--- src/rtl/alu_mul_seq.sv ---
// alu_mul_seq: shift-and-add 16-bit multiplier sequencer that borrows an
// external Hack ALU as its only adder. Each iteration takes two cycles:
// ADD conditionally accumulates the multiplicand, DBL doubles it and
// shifts the multiplier right. Iteration stops as soon as the remaining
// multiplier bits are all zero, so latency tracks the top set bit of b.
module alu_mul_seq #(
    parameter int WIDTH = 16
) (
    input  logic             clk,
    input  logic             reset,
    input  logic             start,
    input  logic [WIDTH-1:0] a,
    input  logic [WIDTH-1:0] b,
    output logic             busy,
    output logic             done,
    output logic [WIDTH-1:0] product,
    output logic [WIDTH-1:0] alu_x,
    output logic [WIDTH-1:0] alu_y,
    output logic             alu_zx,
    output logic             alu_nx,
    output logic             alu_zy,
    output logic             alu_ny,
    output logic             alu_f,
    output logic             alu_no,
    input  logic [WIDTH-1:0] alu_out
);

    typedef enum logic [1:0] {
        S_IDLE = 2'd0,
        S_ADD  = 2'd1,
        S_DBL  = 2'd2,
        S_DONE = 2'd3
    } state_t;

    state_t           state_q;
    logic [WIDTH-1:0] acc_q;
    logic [WIDTH-1:0] mcand_q;
    logic [WIDTH-1:0] mplier_q;
    logic [WIDTH-1:0] product_q;
    logic             busy_q;
    logic             done_q;

    // ADD only uses the ALU when the current multiplier bit is set and
    // there is still work left; otherwise the ALU idles at constant 0.
    logic add_en;
    logic dbl_en;

    assign add_en = (state_q == S_ADD) && (mplier_q != '0) && mplier_q[0];
    assign dbl_en = (state_q == S_DBL);

    // ALU operand/control drive: x+y while accumulating or doubling, else constant 0
    always_comb begin
        alu_x  = '0;
        alu_y  = '0;
        alu_zx = 1'b1;
        alu_nx = 1'b0;
        alu_zy = 1'b1;
        alu_ny = 1'b0;
        alu_f  = 1'b1;
        alu_no = 1'b0;
        if (add_en) begin
            alu_x  = acc_q;
            alu_y  = mcand_q;
            alu_zx = 1'b0;
            alu_zy = 1'b0;
        end else if (dbl_en) begin
            alu_x  = mcand_q;
            alu_y  = mcand_q;
            alu_zx = 1'b0;
            alu_zy = 1'b0;
        end
    end

    // Sequencer FSM with registered busy/done/product
    always_ff @(posedge clk) begin
        if (reset) begin
            state_q   <= S_IDLE;
            acc_q     <= '0;
            mcand_q   <= '0;
            mplier_q  <= '0;
            product_q <= '0;
            busy_q    <= 1'b0;
            done_q    <= 1'b0;
        end else begin
            case (state_q)
                S_IDLE: begin
                    done_q <= 1'b0;
                    if (start) begin
                        acc_q    <= '0;
                        mcand_q  <= a;
                        mplier_q <= b;
                        busy_q   <= 1'b1;
                        state_q  <= S_ADD;
                    end
                end
                S_ADD: begin
                    if (mplier_q == '0) begin
                        product_q <= acc_q;
                        done_q    <= 1'b1;
                        state_q   <= S_DONE;
                    end else begin
                        if (mplier_q[0]) acc_q <= alu_out;
                        state_q <= S_DBL;
                    end
                end
                S_DBL: begin
                    mcand_q  <= alu_out;
                    mplier_q <= mplier_q >> 1;
                    state_q  <= S_ADD;
                end
                S_DONE: begin
                    done_q  <= 1'b0;
                    busy_q  <= 1'b0;
                    state_q <= S_IDLE;
                end
                default: state_q <= S_IDLE;
            endcase
        end
    end

    assign busy    = busy_q;
    assign done    = done_q;
    assign product = product_q;

endmodule

--- config.mk ---
export PLATFORM = sky130hd
export DESIGN_NAME = alu_mul_seq
export DESIGN_NICKNAME = d
export VERILOG_FILES = /design/src/rtl/alu_mul_seq.sv
export SDC_FILE = /design/constraint.sdc
export NUM_CORES = 1
export LEC_CHECK = 0
export CAP_MARGIN = 15
export CORE_UTILIZATION = 47
export DETAILED_ROUTE_END_ITERATION = 8
export HOLD_SLACK_MARGIN = 0.1
export PLACE_DENSITY = 0.92
export SETUP_SLACK_MARGIN = 0.1
export SLEW_MARGIN = 25
export SYNTH_ARGS = -nofsm -noshare
export SYNTH_HDL_FRONTEND = slang
export SYNTH_SLANG_ARGS = --single-unit
--- constraint.sdc ---
create_clock -name clk -period 2.3 [get_ports clk]
set_input_delay 0.345 -clock clk [delete_from_list [all_inputs] [get_ports clk]]
set_output_delay 0.345 -clock clk [all_outputs]
set_load 0.02 [all_outputs]
==> summary.txt <==
Yosys
  • Seq/Total Area, Yosys: 39.9%
  • Synth Area in XOR/XNOR: 0%
  • Syn. warnings: 0
  • Post-Synth Adder-Cell Area: 1.83%
  • Mux contribution to synthesized area: 13.8%
  • Largest family of logic cells by synthesized area: simple AND/OR/NAND/NOR gates
  • Mapped Area: 3410 um^2
  • Synth Flop Type: dfxtp_1
  • Top cell type by total area after synthesis: dfxtp_1
  • Area share of and/or/nand/nor cells after synthesis: 24.2%
  • Synth Area per Inst: 8.47 um^2
  • Synth Instances: 403
  • Compound-Gate Fraction of Synth Area: 13.5%
  • Share of the synthesized area in the top cell type: 39.9%
  • Ranking of synthesized cells by area: dfxtp_1, mux2i_1, nand2_1
  • Cell variety after synth: 30
  • Post-synth ARST share: 0%
  • EDFF count, synth: 0
  • Count of state elements after synthesis: 68

Clocking
  • Htree depth: 3
  • Clock transition at the registers of the reported paths: 0.06 ns
  • Clock root cell: clkbuf_8
  • CTS tree: built
  • Num CTS Buffers: 9
  • Clk_lat worst skew: 0.35 ns
  • CTS Buffer Depth: 2
  • Postcts setup bufs: 0
  • Clock sinks: 68

Layout
  • Finished Cell Area: 4590 um^2
  • Layout cells sized above 1: 13.7%
  • Register area: 1360 um^2
  • Antenna cells: 0
  • Final Non-Filler Cells: 591
  • Fin nets: 547
  • Multi-input gate area: 1840 um^2
  • Fillers: 579
  • Layout area overhead: 34.5%

Critical path
  • R2r worst-path depth: 7
  • Critical Path End Type: output port
  • Worst EP required: 1.96 ns
  • FF-to-FF End: acc_q[7]$_SDFFE_PP0P_
  • Startpoint types: register
  • R2r setup slk: 0.49 ns
  • Critical path class: register to output port
  • Maximum fanout along the worst path: 8
  • Worst reg2reg startpoint: state_q[1]$_SDFFE_PP0N_
  • WP data arrival: 1.80 ns

Floorplan
  • DIE HEIGHT: 87.2 um
  • Die area: 7610 um^2
  • Initial core utilization: 49.4%
  • Cell Rows: 30
  • Top Ports: 107
  • Chip width: 87.2 um
  • Core footprint: 6910 um^2

STA
  • Final hold violation count: 0
  • Pins over their slew limit: 0
  • RSZ-0062 raised after global routing: false
  • Fin crit share: 93.1%
  • Final setup fails: 0
  • Min Hold Slack: 0.359 ns
  • Slew headroom: 63.5%
  • Slew @ Worst Pin: 0.547 ns
  • Final min period: 2.14 ns
  • Max Freq: 467 MHz
  • Worst Clk Skew: 0.00848 ns

Placement
  • Placer Congestion: 0.929
  • Placed cell count: 576
  • Placed cell area: 4480 um^2
  • IO Port Bufs: 102
  • DP Wirelength: 6840 um

Route
  • Via count: 3259
  • 1st-iter DRT viols: 175
  • DRT antenna net count: 0
  • WL per Instance: 16.1 um
  • DRT Wirelength: 9510 um
  • Detailed Routing Iterations Pass 1: 4
  • DRC Markers: 0
  • Vias per cell: 5.51

Hold path
  • Min-delay src: reset
  • Hold Path Class: input pin to register
  • Hold Path Stages: 3
  • Hold EP: state_q[0]$_SDFFE_PP0N_

Power and ir drop
  • Power Dens Cells: 722 nW/um^2
  • Leakage power: 1.63 nW
  • Peak supply drop: 0.482 mV

GRT
  • Initial antenna violation count: 0
  • Total global routing overflow: 0
  • Vias in the first global route: 3132
  • Largest net degree at the start of global routing: 63
  • Total GRT Usage: 26.5%
  • First-pass GRT wire length: 15300 um

Job
  • Count of max-cap constraint violations: 0

Status
  • Status: finished clean
power breakdown:
part           total [mW]  switching (mW)  internal, mW
Combinational       0.949           0.535         0.414
Sequential           1.44           0.132          1.31
Clock               0.924           0.422         0.502
placed cells by master, fill, tap and decap left out, types with 3 or more instances in the layout:
cell type        count
nand2_1             85
nor2_1              35
buf_12               3
nor2b_1             17
nand4_1             16
conb_1               4
a21oi_1             19
o21ai_1              4
o21ai_0             14
clkdlybuf4s50_1     67
inv_1                4
buf_6                3
nor4_4               4
buf_4                8
ha_1                 4
a211oi_1            31
clkdlybuf4s15_2      6
clkdlybuf4s15_1      6
mux2i_1             47
dfxtp_1             68
clkbuf_2             4
buf_2               18
clkbuf_8            13
kinds of logic after synthesis:
kind of cell | after synthesis
simple gates | 165
buf+inv | 44
other cells | 2
fa+ha+maj | 5
compound gates | 72
mux | 47
flops | 68
cell usage after synthesis, types with 4 or more instances:
library cell and count:
nand2_1 85, dfxtp_1 68, nor4_4 4, nor2b_1 17
buf_2 10, nand4_1 16, inv_1 4, a21oi_1 19
nor2_1 35, buf_1 4, ha_1 5, buf_4 9
clkbuf_1 16, a211oi_1 31, mux2i_1 47, o21ai_0 18
registers in the layout, indices dropped and copies added (netlist names):
name	cells
done	1
state_q	2
mcand_q	16
busy	1
mplier_q	16
product	16
acc_q	16
final cells by class:
class	count	area share (%)
flip-flops and latches	68	29.7
clock buffers	14	3.98
repair buffers	115	23.1
clock inverters	1	0.109
well taps	96	2.62
inverters	4	0.327
multi-input cells	293	40.2
per-stage QoR:
step / setup slack, ns / TNS [ns] / power (mW) / util, %
CTS: 0.0446 / 0 / 3.31 / 66.5
detailed placement: -0.00955 / -0.0120 / 2.42 / 64.9
global placement: 0.0291 / 0 / 2.37 / 64.9
floorplan: 0.256 / 0 / 2.09 / -
global route: 0.102 / 0 / 3.48 / 66.4
finish: 0.158 / 0 / 3.32 / 66.4
what timing repair did:
item                       4_1_cts  5_1_grt
resized for setup              119       22
hold buffers                     0        0
gates cloned                     0        0
setup endpoints to repair       34       30
layer usage:
metal	wire length, um	global-route usage, %
met2	4750	47.7
met3	639	5.21
met1	3840	29.9
met4	276	12.7
met5	0	0
worst max path at each step:
stage	endpoint	slack, ns	startpoint	cells after the start
6_report	alu_y[2]	0.16	state_q[1]$_SDFFE_PP0N_	7
5_1_grt	alu_y[1]	0.10	state_q[1]$_SDFFE_PP0N_	7
4_1_cts	alu_x[9]	0.04	state_q[1]$_SDFFE_PP0N_	6
3_5_place_dp	alu_x[9]	-0.01	state_q[1]$_SDFFE_PP0N_	6
3_3_place_gp	alu_x[9]	0.03	state_q[1]$_SDFFE_PP0N_	6
2_1_floorplan	alu_x[10]	0.26	state_q[0]$_SDFFE_PP0N_	7
critical path, stage by stage (launching register included):
cell,delay [ns]
dfxtp_1,0.33
inv_1,0.12
ha_1,0.19
and2_4,0.20
nor2_4,0.05
buf_6,0.14
nor2b_1,0.12
clkdlybuf4s15_1,0.31
Power figures use the tool's default switching activity.
